## config.mk

```make
export PLATFORM = sky130hd
export DESIGN_NAME = rpn_evaluator
export DESIGN_NICKNAME = d
export VERILOG_FILES = /design/src/rtl/rpn_evaluator.sv
export SDC_FILE = /design/constraint.sdc
export NUM_CORES = 1
export LEC_CHECK = 0
export ABC_CLOCK_PERIOD_IN_PS = 14250
export BUFFER_PORTS_ARGS = -buffer_cell sky130_fd_sc_hd__buf_2
export CAP_MARGIN = 20
export CORE_AREA = 2 2 89 91
export CTS_BUF_LIST = sky130_fd_sc_hd__clkbuf_4 sky130_fd_sc_hd__clkbuf_8
export CTS_CLUSTER_DIAMETER = 200
export DETAILED_ROUTE_END_ITERATION = 8
export DIE_AREA = 0 0 91 93
export GPL_ROUTABILITY_DRIVEN = 0
export GPL_TIMING_DRIVEN = 0
export RECOVER_POWER = 50
export SETUP_SLACK_MARGIN = 0.02
export SLEW_MARGIN = 20
export SYNTH_ARGS = -nofsm -noshare
export SYNTH_HDL_FRONTEND = slang
export SYNTH_SLANG_ARGS = --single-unit
```

## constraint.sdc

```tcl
create_clock -name clk -period 14.25 [get_ports clk]
set_input_delay 2.85 -clock clk [delete_from_list [all_inputs] [get_ports clk]]
set_output_delay 2.85 -clock clk [all_outputs]
set_load 0.02 [all_outputs]
```

## src/rtl/rpn_evaluator.sv

```systemverilog
// rpn_evaluator: RPN token stream evaluator driving an external stack, result/error on a valid/ready port.
module rpn_evaluator #(
    parameter int WIDTH = 8
) (
    input  logic             clk,
    input  logic             rstn,
    input  logic             tok_valid,
    output logic             tok_ready,
    input  logic [1:0]       tok_type,
    input  logic [1:0]       tok_op,
    input  logic [WIDTH-1:0] tok_data,
    output logic             stk_push,
    output logic             stk_pop,
    output logic [WIDTH-1:0] stk_wdata,
    input  logic [WIDTH-1:0] stk_rdata,
    input  logic             stk_full,
    input  logic             stk_empty,
    output logic             res_valid,
    input  logic             res_ready,
    output logic [WIDTH-1:0] res_data,
    output logic [1:0]       res_err
);
    typedef enum logic [3:0] {IDLE, POPB, POPA, PUSH, FIN, CHK, FLUSH, DRAIN, RESULT} state_e;
    state_e           state_q, state_d;
    logic [1:0]       op_q, op_d, err_q, err_d;
    logic [WIDTH-1:0] a_q, a_d, b_q, b_d, res_q, res_d, alu;
    logic             end_q, end_d;
    always_ff @(posedge clk or negedge rstn) begin
        if (!rstn) begin
            state_q <= IDLE;
            op_q    <= '0;
            err_q   <= '0;
            a_q     <= '0;
            b_q     <= '0;
            res_q   <= '0;
            end_q   <= 1'b0;
        end else begin
            state_q <= state_d;
            op_q    <= op_d;
            err_q   <= err_d;
            a_q     <= a_d;
            b_q     <= b_d;
            res_q   <= res_d;
            end_q   <= end_d;
        end
    end
    always_comb
        alu = op_q == 2'b00 ? a_q + b_q : op_q == 2'b01 ? a_q - b_q : op_q == 2'b10 ? a_q * b_q : a_q & b_q;
    // end_q marks an error raised after END was consumed, so DRAIN must not wait for another END
    always_comb begin
        state_d   = state_q;
        op_d      = op_q;
        err_d     = err_q;
        a_d       = a_q;
        b_d       = b_q;
        res_d     = res_q;
        end_d     = end_q;
        tok_ready = 1'b0;
        stk_push  = 1'b0;
        stk_pop   = 1'b0;
        stk_wdata = '0;
        case (state_q)
            IDLE: begin
                tok_ready = 1'b1;
                if (tok_valid)
                    case (tok_type)
                        2'b00: if (!stk_full) begin
                            stk_push  = 1'b1;
                            stk_wdata = tok_data;
                        end else begin
                            err_d   = 2'b10;
                            state_d = FLUSH;
                        end
                        2'b01: begin
                            op_d    = tok_op;
                            state_d = POPB;
                        end
                        2'b10: state_d = FIN;
                        default: begin
                            err_d   = 2'b11;
                            state_d = FLUSH;
                        end
                    endcase
            end
            POPB: if (stk_empty) begin
                err_d   = 2'b01;
                state_d = FLUSH;
            end else begin
                stk_pop = 1'b1;
                b_d     = stk_rdata;
                state_d = POPA;
            end
            POPA: if (stk_empty) begin
                err_d   = 2'b01;
                state_d = FLUSH;
            end else begin
                stk_pop = 1'b1;
                a_d     = stk_rdata;
                state_d = PUSH;
            end
            PUSH: begin
                stk_push  = 1'b1;
                stk_wdata = alu;
                state_d   = IDLE;
            end
            FIN: begin
                end_d = 1'b1;
                if (stk_empty) begin
                    err_d   = 2'b01;
                    state_d = DRAIN;
                end else begin
                    stk_pop = 1'b1;
                    res_d   = stk_rdata;
                    state_d = CHK;
                end
            end
            CHK: if (stk_empty) state_d = RESULT;
            else begin
                err_d   = 2'b11;
                res_d   = '0;
                state_d = FLUSH;
            end
            FLUSH: if (stk_empty) state_d = DRAIN;
            else stk_pop = 1'b1;
            DRAIN: begin
                tok_ready = !end_q;
                if (end_q || (tok_valid && tok_type == 2'b10)) state_d = RESULT;
            end
            RESULT: if (res_ready) begin
                err_d   = '0;
                res_d   = '0;
                end_d   = 1'b0;
                state_d = IDLE;
            end
            default: state_d = IDLE;
        endcase
    end
    assign res_valid = state_q == RESULT;
    assign res_data  = res_q;
    assign res_err   = err_q;
endmodule
```

==> impl_metrics.yaml, run 1 <==
setup_path:
  startpoint: "a_q[2]"
  max_stage_delay_ns: 0.55
  path_cells: "ha_1 > inv_1 > fa_1 > fa_1 > inv_1 > ha_1 > inv_1 > fa_1 > inv_1 > ha_1 > a21o_1 > a21oi_1 > xnor2_1 > xnor2_1 > mux2i_1 > o221ai_1 > buf_2"
  startpoint_type: "flip-flop"
  worstPathArrival_ns: 4.68
  cp_common_cell: "inv_1"
  path_buf_inv: 5
  r2r_cells: 8
  cp_max_fo: 8
  r2r-start: "state_q[3]"
  worst-setup-path-type: "reg -> out"
  slowest_stage: "fa_1"
  cp.depth: 17
  reg2reg_slack_ns: 12.48
  crit_path_end_kind: "primary output"
  path_delay_family: "adder cells"
  required_ns: 11.40
hold_path:
  hp-start: "res_err[1]"
  hold_depth: 1
  min_path_type: "reg -> reg"
timing:
  hold_violations: 0
  post-route-period-util: 0.5284
  finalSetupViolations: 0
  timing.final.crit_period_ns: 7.530
  max_clock_freq_ghz: 0.1328
  maxSlewViolCount: 34
  setup-tns-final_ns: 0
  max_slew_margin: -0.1986
  fin_skew_ns: 0.006255
  worstMarginPinSlew_ns: 1.798
  layout_setup_ws_ns: 6.720
  rsz0062_at_grt: "false"
placement:
  portBuffers: 47
  dp.cells: 522
  hpwl_mm: 6.168
  dpl_worst_slack_ns: 6.994
floorplan:
  start_util: 0.4420
  core_area_mm2: 0.007527
  num_rows: 32
  dieArea_mm2: 0.008463
  die_y_um: 93
  chipWidth_um: 91
  io_pins: 48
logic_synthesis:
  yosys_warnings: 0
  synth_common_cells: "inv_1 (39), ha_1 (35), nand2_1 (35)"
  synth_most_common_cell: "inv_1"
  async_flop_share: 1.000
  yosys.area.top_type: "dfrtp_1"
  yosys-top-cells-area: "dfrtp_1 (25%), ha_1 (13%), fa_1 (8.4%), mux2_2 (6.1%), inv_1 (4.4%)"
  ys_types: 57
  syn_nets: 448
  synth_enable_flop_cells: 0
  syn_area_mm2: 0.003327
  seq_area_frac_synth: 0.2482
  ys_dominant_reg_cell: "dfrtp_1"
  netlist.area_leader.share: 0.2482
  synth_area_per_cell_um2: 8.919
  synth_seq_cells: 33
  syn_inst: 373
drt:
  wire_per_inst_um: 14.69
  dr_total_vias: 2823
  viasPerCell: 5.326
  routed_wl_mm: 7.784
  detail-route-antenna-nets: 0
  firstDrtPassIters: 4
  drc: 0
  first_iter_violations: 100
clock_tree:
  post_cts_resized: 0
  cts.htree.levels: 2
  cts_tree: "done"
  cts_hold_buf: 0
  cts_root_buf: "clkbuf_8"
  cts_buffers: 5
  numClockSinks: 33
  cts.path.max_buffers: 2
  cts.clk_slew.worst_paths_ns: 0.07
  post_cts_buffers: 0
  insertion_delay_ns: 0.28
cells_and_area:
  drive_gt1_frac: 0.2103
  postLayoutCoreUtil: 0.4998
  antenna_cells: 0
  final_nets: 502
  layoutNonFillerInstCount: 530
  regArea_um2: 825.8
  multiInputGateArea_mm2: 0.002283
  area.growth.synth_to_final_pct: 13.09
  fill_cells: 789
status:
  violations: "capacitance limit, slew limit"
  outcome: "finished with violations"
grt:
  grt_usage: 0.1990
  grt_pass1_vias: 2782
  antenna_found_initial: 0
  grt_max_degree: 34
  grt_pass1_wl_mm: 13.57
  grt_overflow: 0
run:
  max_cap_viol_count: 1
[metrics by stage]
step / cell area (µm²) / hold slack (ns)
2_1_floorplan: 3327 / 0.5067
3_3_place_gp: 3690 / 0.4727
3_5_place_dp: 3690 / 0.4853
4_1_cts: 3776 / 0.5022
5_1_grt: 3762 / 0.5240
6_report: 3762 / 0.4998
[final timing paths]
path / end
min in group asynchronous: res_err[1]
max in group asynchronous: b_q[5]
setup / recovery: stk_wdata[7]
setup reg to reg: state_q[1]
hold reg to reg: res_err[1]
hold / removal: res_err[1]
[sequential cells by signal, indices dropped and copies added (netlist names)]
signal    count
a_q           8
b_q           8
end_q         1
op_q          2
res_data      8
res_err       2
state_q       4
[layer usage]
layer | track usage | vias to the layer above | routed length [µm]
li1 | - | 1378 | -
met1 | 0.2673 | 1365 | 3561
met2 | 0.3451 | 72 | 3884
met3 | 0.02256 | 8 | 258
met4 | 0.04798 | 0 | 79
met5 | 0 | - | 0
[worst reg2reg max path, cell delays in order, from the launching register on]
cell and delay (ns):
dfrtp_1 0.35, buf_2 0.17, nand2b_1 0.28, a2111oi_2 0.30
a31oi_1 0.12, o21ai_2 0.16, a21oi_1 0.07, nor2_1 0.13
nor2_1 0.07
[placed cells by master (no fill, tap or decap), types with 13 or more instances in the layout]
cell and count:
buf_2 45, inv_1 39, nand2_1 35, ha_1 35, dfrtp_1 33, nor2_1 30
a21oi_1 19, o21ai_0 19, mux2_2 18, fa_1 14, clkbuf_1 13, xnor2_1 13
a22o_1 13
[logic make-up (layout without fill, tap and decap cells)]
logic type | Yosys count | after routing | share of synthesized area
AOI/OAI and AO/OA | 82 | 82 | 0.1674
xor gates and xnor gates | 22 | 22 | 0.06018
adders and majority gates | 49 | 49 | 0.2159
buffers and inverters | 53 | 108 | 0.06544
DFF | 33 | 33 | 0.2482
muxes | 24 | 24 | 0.08311
and+or+nand+nor | 110 | 110 | 0.1598
[cell type report]
class / count / share of cell area
tap: 102 / 0.03392
clock buffer: 5 / 0.01829
inverter: 40 / 0.03991
timing repair buffer: 47 / 0.05886
multi-input combinational: 287 / 0.6069
sequential: 33 / 0.2195
buffer: 13 / 0.01796
clock inverter: 3 / 0.004656
Power of run 1 is not shown: default switching activity piles up to over one toggle a cycle in this logic, so the estimate is an artifact.
==> run 2: changes to the inputs <==
ABC_CLOCK_PERIOD_IN_PS = 6100   (was 14250)
PLACE_DENSITY = 0.67   (was not set)
clock period = 6.1 ns   (was 14.25 ns; I/O delays follow)
==> run 2 against run 1 <==
Against the previous run:
- the run still ends with capacitance limit, slew limit left
- non-clock buffer count rose by 1
- sequential share of layout area fell by 0.19 points
- clock skew barely moved
- critical path depth did not move
- design area rose by 1.2%
==> impl_metrics.yaml, run 2 (synthesized netlist as in run 1, its figures left out) <==
status:
  outcome: "finished with violations"
  violations: "capacitance limit, slew limit"
setup_path:
  worst-setup-path-type: "reg -> out"
  r2r-start: "state_q[2]"
  cp_max_fo: 7
  reg2reg_to: "b_q[5]"
  max_stage_delay_ns: 0.55
  worstPathArrival_ns: 4.63
  path_cells: "ha_1 > inv_1 > fa_1 > fa_1 > inv_1 > ha_1 > inv_1 > fa_1 > inv_1 > ha_1 > a21o_1 > a21oi_1 > xnor2_1 > xnor2_1 > mux2i_1 > o221ai_1 > buf_2"
  required_ns: 4.88
  cp_common_cell: "inv_1"
  r2r_cells: 5
  crit_path_end_kind: "primary output"
  slowest_stage: "fa_1"
  startpoint_type: "flip-flop"
  reg2reg_slack_ns: 4.31
floorplan:
  num_rows: 32
  die_y_um: 93
  io_pins: 48
  dieArea_mm2: 0.008463
  start_util: 0.4420
  chipWidth_um: 91
  core_area_mm2: 0.007527
grt:
  grt_usage: 0.1920
  grt_pass1_vias: 2775
  grt_overflow: 0
  grt_pass1_wl_mm: 13.20
  antenna_found_initial: 0
  grt_max_degree: 34
cells_and_area:
  antenna_cells: 0
  layoutNonFillerInstCount: 531
  final_common_cell: "buf_2"
  final_nets: 503
  area.growth.synth_to_final_pct: 14.40
  layout_common_cells: "buf_2 (45), inv_1 (39), nand2_1 (35), ha_1 (35), dfrtp_1 (31)"
  drive_gt1_frac: 0.2168
hold_path:
  hold_depth: 1
  hp-start: "res_err[1]"
  min_path_type: "reg -> reg"
  hold_end: "res_err[1]"
placement:
  hpwl_mm: 6.123
  dp.cells: 522
  portBuffers: 47
drt:
  drc: 0
  wire_per_inst_um: 14.64
  first_iter_violations: 91
  firstDrtPassIters: 4
  viasPerCell: 5.358
  detail-route-antenna-nets: 0
  routed_wl_mm: 7.776
  dr_total_vias: 2845
clock_tree:
  cts.htree.levels: 2
  cts_buffers: 5
  cts_tree: "done"
  cts_hold_buf: 0
  cts_root_buf: "clkbuf_8"
  insertion_delay_ns: 0.28
  numClockSinks: 33
  cts.clk_slew.worst_paths_ns: 0.07
  cts.path.max_buffers: 2
timing:
  finalSetupViolations: 0
  post-route-period-util: 0.9592
  max_slew_margin: -0.1876
  timing.final.crit_period_ns: 5.851
  max_clock_freq_ghz: 0.1709
  fin_skew_ns: 0.006239
  hold_violations: 0
  setup-tns-final_ns: 0
  maxSlewViolCount: 34
  rsz0062_at_grt: "false"
  worstMarginPinSlew_ns: 1.781
run:
  max_cap_viol_count: 1
## run 2: cell count changes in the layout (fill, tap and decap cells not counted), sizes merged
cell,previous run,this run
clkinv,2,0
clkbuf,18,20
clkinvlp,1,0
bufinv,0,1
buf,47,48
## run 2: how the worst max path moves through the flow
stage	depth (start not counted)	startpoint	to	slack, ns
CTS	17	a_q[2]	stk_wdata[7]	0.12
floorplan	16	a_q[2]	stk_wdata[7]	0.92
detailed placement	17	a_q[2]	stk_wdata[7]	0.43
finish	17	a_q[2]	stk_wdata[7]	0.25
global placement	17	a_q[2]	stk_wdata[7]	0.48
global route	17	a_q[2]	stk_wdata[7]	0.04
## run 2: metrics by stage
stage               cell area [µm²]  utilization  setup slack, ns  hold slack, ns
floorplan                      3327            -           0.9205          0.5067
global placement               3690       0.4902           0.4787          0.4751
detailed placement             3690       0.4902           0.4317          0.4793
CTS                            3810       0.5062           0.1216          0.4946
global route                   3806       0.5057          0.04343          0.5345
finish                         3806       0.5057           0.2491          0.4930
## run 2: routing by layer
metal	routed length (µm)	share of wire	track usage	vias to the layer above
met3	280	0.036	0.02498	12
met2	3728	0.48	0.3093	85
met5	0	0	0	-
met1	3637	0.47	0.2751	1362
li1	-	-	-	1386
met4	129	0.017	0.04798	0
## run 2: critical path, delay by kind of cell, from the launching register on
family | cells | cell delay, ns
XOR/XNOR | 2 | 0.30
buffers and inverters | 5 | 0.44
adder cells (fa/ha/maj) | 6 | 2.37
AO/OA/AOI/OAI | 3 | 0.65
multiplexers | 1 | 0.12
flip-flops | 1 | 0.45
## run 2: layout make-up
cell class | count | area (µm²)
multi-input cells | 287 | 2283
flip-flops and latches | 33 | 828.3
clock inverters | 1 | 30.03
clock buffers | 7 | 90.09
fillers | 760 | 3721
plain buffers | 13 | 67.56
repair buffers | 48 | 229.0
well taps | 102 | 127.6
inverters | 40 | 150.1
## run 2: repair_timing
action / CTS / global route
setup buffers: 0 / 1
hold endpoints to repair: 0 / 0
endpoints found under the setup margin: 0 / 1
resized for setup: 0 / 2
Power of run 2 is left out for the same reason.
